`config.mk`:
```
export PLATFORM = sky130hd
export DESIGN_NAME = pixel_array_receiver
export DESIGN_NICKNAME = d
export VERILOG_FILES = /design/src/rtl/pixel_array_receiver.sv
export SDC_FILE = /design/constraint.sdc
export NUM_CORES = 1
export LEC_CHECK = 0
export CAP_MARGIN = 5
export CORE_MARGIN = 2
export CORE_UTILIZATION = 51
export CTS_CLUSTER_DIAMETER = 200
export DETAILED_ROUTE_END_ITERATION = 10
export GPL_TIMING_DRIVEN = 0
export PLACE_DENSITY_LB_ADDON = 0.25
export SLEW_MARGIN = 0
export SYNTH_ARGS = -nofsm -noshare
export SYNTH_HDL_FRONTEND = slang
export SYNTH_SLANG_ARGS = --single-unit
```
`constraint.sdc`:
```
create_clock -name SYSTEM_CLK -period 2.4 [get_ports SYSTEM_CLK]
set_clock_uncertainty 0.2 [all_clocks]
set_input_delay 0.24 -clock SYSTEM_CLK [delete_from_list [all_inputs] [get_ports SYSTEM_CLK]]
set_output_delay 0.24 -clock SYSTEM_CLK [all_outputs]
set_load 0.005 [all_outputs]
```
`src/rtl/pixel_array_receiver.sv`:
```
// Consumer end of the pixel-array output bus: edge-detects the data strobe, buffers
// captured bus words in a small FIFO and unpacks them into a tagged one-pixel-per-beat stream.
module pixel_array_receiver #(
  parameter int WIDTH                  = 2,
  parameter int HEIGHT                 = 2,
  parameter int OUTPUT_BUS_PIXEL_WIDTH = 2,
  parameter int BIT_DEPTH              = 8,
  parameter int FIFO_DEPTH             = 4
) (
  input  logic                                        SYSTEM_CLK,
  input  logic                                        READ_RESET,
  input  logic                                        FRAME_START,
  input  logic                                        DATA_IN_CLK,
  input  logic [OUTPUT_BUS_PIXEL_WIDTH*BIT_DEPTH-1:0] DATA_IN,
  output logic [BIT_DEPTH-1:0]                        PIXEL_OUT,
  output logic                                        PIXEL_VALID,
  input  logic                                        PIXEL_READY,
  output logic [$clog2(HEIGHT):0]                     PIXEL_ROW,
  output logic [$clog2(WIDTH):0]                      PIXEL_COL,
  output logic                                        FRAME_DONE,
  output logic                                        OVERFLOW,
  output logic                                        BUSY
);

  localparam int BUS_W       = OUTPUT_BUS_PIXEL_WIDTH * BIT_DEPTH;
  localparam int TOTAL_WORDS = WIDTH * HEIGHT / OUTPUT_BUS_PIXEL_WIDTH;
  localparam int ROW_W       = $clog2(HEIGHT) + 1;
  localparam int COL_W       = $clog2(WIDTH) + 1;
  localparam int PTR_W       = (FIFO_DEPTH > 1) ? $clog2(FIFO_DEPTH) : 1;
  localparam int CNT_W       = PTR_W + 1;
  localparam int WC_W        = $clog2(TOTAL_WORDS + 1);
  localparam int LANE_W      = (OUTPUT_BUS_PIXEL_WIDTH > 1) ? $clog2(OUTPUT_BUS_PIXEL_WIDTH) : 1;

  typedef enum logic [1:0] {
    IDLE,
    RECEIVE,
    DONE
  } state_t;

  state_t state, state_next;

  logic                strobe_q;
  logic [BUS_W-1:0]    fifo_mem [FIFO_DEPTH];
  logic [PTR_W-1:0]    wr_ptr, rd_ptr;
  logic [CNT_W-1:0]    fifo_count;
  logic [WC_W-1:0]     words_captured;
  logic [BUS_W-1:0]    word_q;
  logic [LANE_W-1:0]   lane;
  logic                valid_q;
  logic [ROW_W-1:0]    row;
  logic [COL_W-1:0]    col;
  logic                overflow_q;

  logic receiving, edge_seen, frame_open, fifo_full, fifo_empty;
  logic xfer, last_lane, last_pixel, pop, push, drop;

  assign receiving  = (state == RECEIVE);
  assign edge_seen  = DATA_IN_CLK && !strobe_q;
  assign frame_open = (words_captured < WC_W'(TOTAL_WORDS));
  assign fifo_full  = (fifo_count == CNT_W'(FIFO_DEPTH));
  assign fifo_empty = (fifo_count == '0);
  assign xfer       = valid_q && PIXEL_READY;
  assign last_lane  = (lane == LANE_W'(OUTPUT_BUS_PIXEL_WIDTH - 1));
  assign last_pixel = receiving && xfer &&
                      (row == ROW_W'(HEIGHT - 1)) && (col == COL_W'(WIDTH - 1));

  // A pop in the same cycle frees a slot, so a write into a full FIFO is still accepted.
  assign pop  = receiving && !fifo_empty && (!valid_q || (xfer && last_lane));
  assign push = receiving && edge_seen && frame_open && (!fifo_full || pop);
  assign drop = receiving && edge_seen && frame_open && fifo_full && !pop;

  // NOTE: sequential state uses non-blocking assignments so every register samples
  // pre-edge values; blocking here would create order-dependent simulation races.
  always_ff @(posedge SYSTEM_CLK) begin
    if (READ_RESET) begin
      strobe_q <= 1'b0;
      state    <= IDLE;
    end else begin
      strobe_q <= DATA_IN_CLK;
      state    <= state_next;
    end
  end

  // NOTE: every output of this block gets a default first, so no path can infer a latch.
  always_comb begin
    state_next = state;
    if (FRAME_START) begin
      state_next = RECEIVE;
    end else begin
      unique case (state)
        IDLE:    state_next = IDLE;
        RECEIVE: if (last_pixel) state_next = DONE;
        DONE:    state_next = IDLE;
        default: state_next = IDLE;
      endcase
    end
  end

  // NOTE: the storage array is deliberately not reset; pointers and count define what is valid.
  always_ff @(posedge SYSTEM_CLK) begin
    if (push) fifo_mem[wr_ptr] <= DATA_IN;
  end

  always_ff @(posedge SYSTEM_CLK) begin
    if (READ_RESET || FRAME_START) begin
      wr_ptr         <= '0;
      rd_ptr         <= '0;
      fifo_count     <= '0;
      words_captured <= '0;
      overflow_q     <= 1'b0;
    end else begin
      if (push) begin
        wr_ptr         <= wr_ptr + 1'b1;
        words_captured <= words_captured + 1'b1;
      end
      if (pop) rd_ptr <= rd_ptr + 1'b1;
      unique case ({push, pop})
        2'b10:   fifo_count <= fifo_count + 1'b1;
        2'b01:   fifo_count <= fifo_count - 1'b1;
        default: fifo_count <= fifo_count;
      endcase
      if (drop) overflow_q <= 1'b1;
    end
  end

  // Unpacker shifts the held word down one lane per accepted beat; lane 0 is always on PIXEL_OUT.
  always_ff @(posedge SYSTEM_CLK) begin
    if (READ_RESET || FRAME_START) begin
      word_q  <= '0;
      lane    <= '0;
      valid_q <= 1'b0;
      row     <= '0;
      col     <= '0;
    end else begin
      if (pop) begin
        word_q  <= fifo_mem[rd_ptr];
        lane    <= '0;
        valid_q <= 1'b1;
      end else if (xfer) begin
        if (last_lane) begin
          valid_q <= 1'b0;
        end else begin
          word_q <= word_q >> BIT_DEPTH;
          lane   <= lane + 1'b1;
        end
      end
      if (xfer) begin
        if (col == COL_W'(WIDTH - 1)) begin
          col <= '0;
          row <= (row == ROW_W'(HEIGHT - 1)) ? '0 : row + 1'b1;
        end else begin
          col <= col + 1'b1;
        end
      end
    end
  end

  assign PIXEL_OUT   = word_q[BIT_DEPTH-1:0];
  assign PIXEL_VALID = valid_q;
  assign PIXEL_ROW   = row;
  assign PIXEL_COL   = col;
  assign FRAME_DONE  = (state == DONE);
  assign OVERFLOW    = overflow_q;
  assign BUSY        = receiving;

endmodule
```
==> reports/metrics.yaml, run 1 <==
cts_buffers: 9
slew_viol_final: 0
p_seq_frac: 0.629
hpwl_um: 4690
synth_edf_count: 64
io_pins: 37
drc: 0
path_clk_slew_ns: 0.10
finalSetupViolCount: 0
cts.path.max_buffers: 2
clock_power_share: 0.325
core_area_sq_mm: 0.00765
worst_pin_slew_ns: 0.658
ys_warn_count: 0
intPower_uw: 2310
drt-pass1-iter-count: 4
drive_gt1_frac: 0.199
cts_hold_buf: 0
syn_nets: 294
status: "completed"
r2r_setup_slack_ns: 0.17
r2r_start: "fifo_count[2]"
cts_tree: "built"
post-route-min-period_ns: 2.23
avgViaCountPerCell: 5.28
dp_cells: 406
io_buffer_count: 36
root_buffer: "clkbuf_8"
worstHoldPathCells: 2
initial_utilization: 0.520
critPathCaptureType: "flop"
die_y_um: 92.3
p_comb_frac: 0.046
reg2regPathDepth: 6
drt-total-wl_um: 7120
clk_latency_ns: 0.37
finalCritPeriodShare: 0.928
grt_max_degree: 18
finalNonFillerCells: 428
grt_pass1_wl_um: 11700
syn_to_final_growth_pct: 18.0
swShare: 0.220
synthArstFlopShare: 0
hold_viol: 0
ant_nets: 0
rsz0062_at_grt: "no"
ys_ff_latch: 101
ys_types: 43
grt_pass1_vias: 2299
die_area_sq_mm: 0.00851
hold_class: "primary input to flop"
num_rows: 32
syn_inst: 268
antenna_found_initial: 0
n_antenna_cell: 0
leakage_uw: 0.00158
gp_congestion: 0.856
critical_path_class: "flop to flop"
path_max_fanout: 5
ir_drop_v: 0.000595
wl_per_cell_um: 16.6
power.density_mw_per_mm2: 632
cp.arrival_ns: 2.30
nets: 347
finalPower_uw: 2960
grt_remaining_overflow: 0
clock.fmax_ghz: 0.449
holdPathEnd: "strobe_q"
synthFlopType: "edfxtp_1"
power.switching_uw: 653
crit_required_ns: 2.47
syn_area_per_cell_sq_um: 14.8
die_w_um: 92.3
worstHoldStart: "DATA_IN_CLK"
slew_headroom: 0.561
r2r-end: "fifo_count[2]"
maxCapViolations: 0
synth_area_sq_mm: 0.00397
drt_iter0_markers: 151
cts_htree_levels: 3
start_kind: "flop"
clkSinkCount: 101
yosysSeqAreaShare: 0.670
via_count: 2261
track_usage: 0.184
-- stage by stage --
| step | util | setup slack, ns | setup TNS, ns | instance area (sq um) | hold slack, ns |
|---|---|---|---|---|---|
| after detailed placement | 0.583 | -0.744 | -46.66 | 4460 | 0.251 |
| after global placement | 0.583 | -0.709 | -43.87 | 4460 | 0.240 |
| after global routing | 0.613 | 0.0359 | 0 | 4690 | 0.267 |
| after CTS | 0.607 | -0.0732 | -2.91 | 4640 | 0.232 |
| after floorplan | - | 0.113 | 0 | 3970 | 0.112 |
| final | 0.613 | 0.173 | 0 | 4690 | 0.238 |
-- power by group through the flow --
stage	clock network, uW	registers, uW	logic (uW)
2_1_floorplan	0	1900	60.8
3_5_place_dp	0	1900	127
4_1_cts	986	1860	128
6_report	963	1860	136
3_3_place_gp	0	1900	123
5_1_grt	1060	1870	148
-- kinds of logic after synthesis --
group	Yosys count	synth area share
flops	101	0.670
simple gates	70	0.0869
compound gates	32	0.0567
buf+inv	28	0.0390
mux	27	0.119
xor+xnor	5	0.0110
fa+ha+maj	5	0.0176
-- worst max-delay path: stages, from the launching register on --
cell     delay [ns]
dfxtp_1        0.45
or3_1          0.24
nand4_1        0.15
fa_1           0.45
nor4_1         0.29
o21ai_1        0.10
a32o_1         0.25
-- cell type report --
class,instances,area [sq um]
sequential,101,2660
clock inverter,7,47.5
buffer,22,133
multi-input combinational,139,1170
clock buffer,9,124
tap,102,128
inverter,6,22.5
timing repair buffer,42,405
fill,596,2960
-- worst max-delay path by stage --
stage,startpoint,depth (start not counted),end,slack (ns)
after floorplan,words_captured[1],4,fifo_mem[0][0],0.11
after global placement,DATA_IN_CLK,5,fifo_mem[2][2],-0.71
after detailed placement,DATA_IN_CLK,5,fifo_mem[0][2],-0.74
after CTS,words_captured[1],4,fifo_mem[1][9],-0.07
after global routing,fifo_count[2],6,fifo_count[2],0.04
final,fifo_count[2],6,fifo_count[2],0.17
-- placed cells by master, fill, tap and decap left out, types with 3 or more instances in the layout --
master	synthesis	routed
and3_1	3	3
a21oi_1	14	14
xnor2_1	4	4
inv_1	5	5
nand2_1	12	12
clkbuf_1	4	4
ha_1	4	4
clkbuf_8	0	9
and2_4	0	4
inv_6	0	3
nor2_1	24	24
o21ai_1	3	3
buf_4	9	15
a211oi_1	8	8
dfxtp_1	37	37
clkdlybuf4s50_1	0	36
mux4_2	16	16
mux2i_1	10	10
nor3_1	3	3
nand3_1	9	9
edfxtp_1	64	64
buf_2	6	6
-- per-layer routing --
metal | vias up | share of wire | track usage
li1 | 1095 | - | -
met1 | 1104 | 0.42 | 0.224
met2 | 51 | 0.52 | 0.320
met3 | 11 | 0.046 | 0.0485
met4 | 0 | 0.016 | 0.0585
met5 | - | 0 | 0
-- sequential cells by signal, summed over array words and instances, names as in the netlist, 2 cells and up, named ones only --
| signal | flops |
|---|---|
| state | 2 |
| PIXEL_ROW | 2 |
| wr_ptr | 2 |
| words_captured | 2 |
| rd_ptr | 2 |
| PIXEL_COL | 2 |
| fifo_count | 3 |
| fifo_mem | 64 |
| word_q | 16 |
-- cell usage after synthesis (2+ instances only) --
master	count	area, sq um
nor2_2	2	12.5
mux4_2	16	360
nand2_1	12	45.0
xnor2_1	4	35.0
ha_1	4	50.1
nor2b_1	2	12.5
nor2_1	24	90.1
or3_1	2	12.5
clkbuf_1	4	15.0
nand3_1	9	45.0
and3_1	3	18.8
buf_4	9	67.6
a21oi_1	14	70.1
dfxtp_1	37	741
inv_1	5	18.8
a21bo_2	2	20.0
nor3_1	3	15.0
o21ai_1	3	15.0
edfxtp_1	64	1920
mux2i_1	10	100
a211oi_1	8	60.1
or2_1	2	12.5
buf_2	6	30.0
and2_1	4	25.0
-- repair_timing --
action	4_1_cts	5_1_grt
gates resized for setup	5	4
buffers inserted	0	6
setup endpoints to repair	64	65
hold endpoints to repair	0	0
pin swaps	0	1
No activity file was read; power rests on OpenSTA's default activity.
==> run 2: changes to the inputs <==
CAP_MARGIN = 25   (was 5)
==> results of run 2 <==
The final DEF is identical to that of run 1; final timing and power are the same.
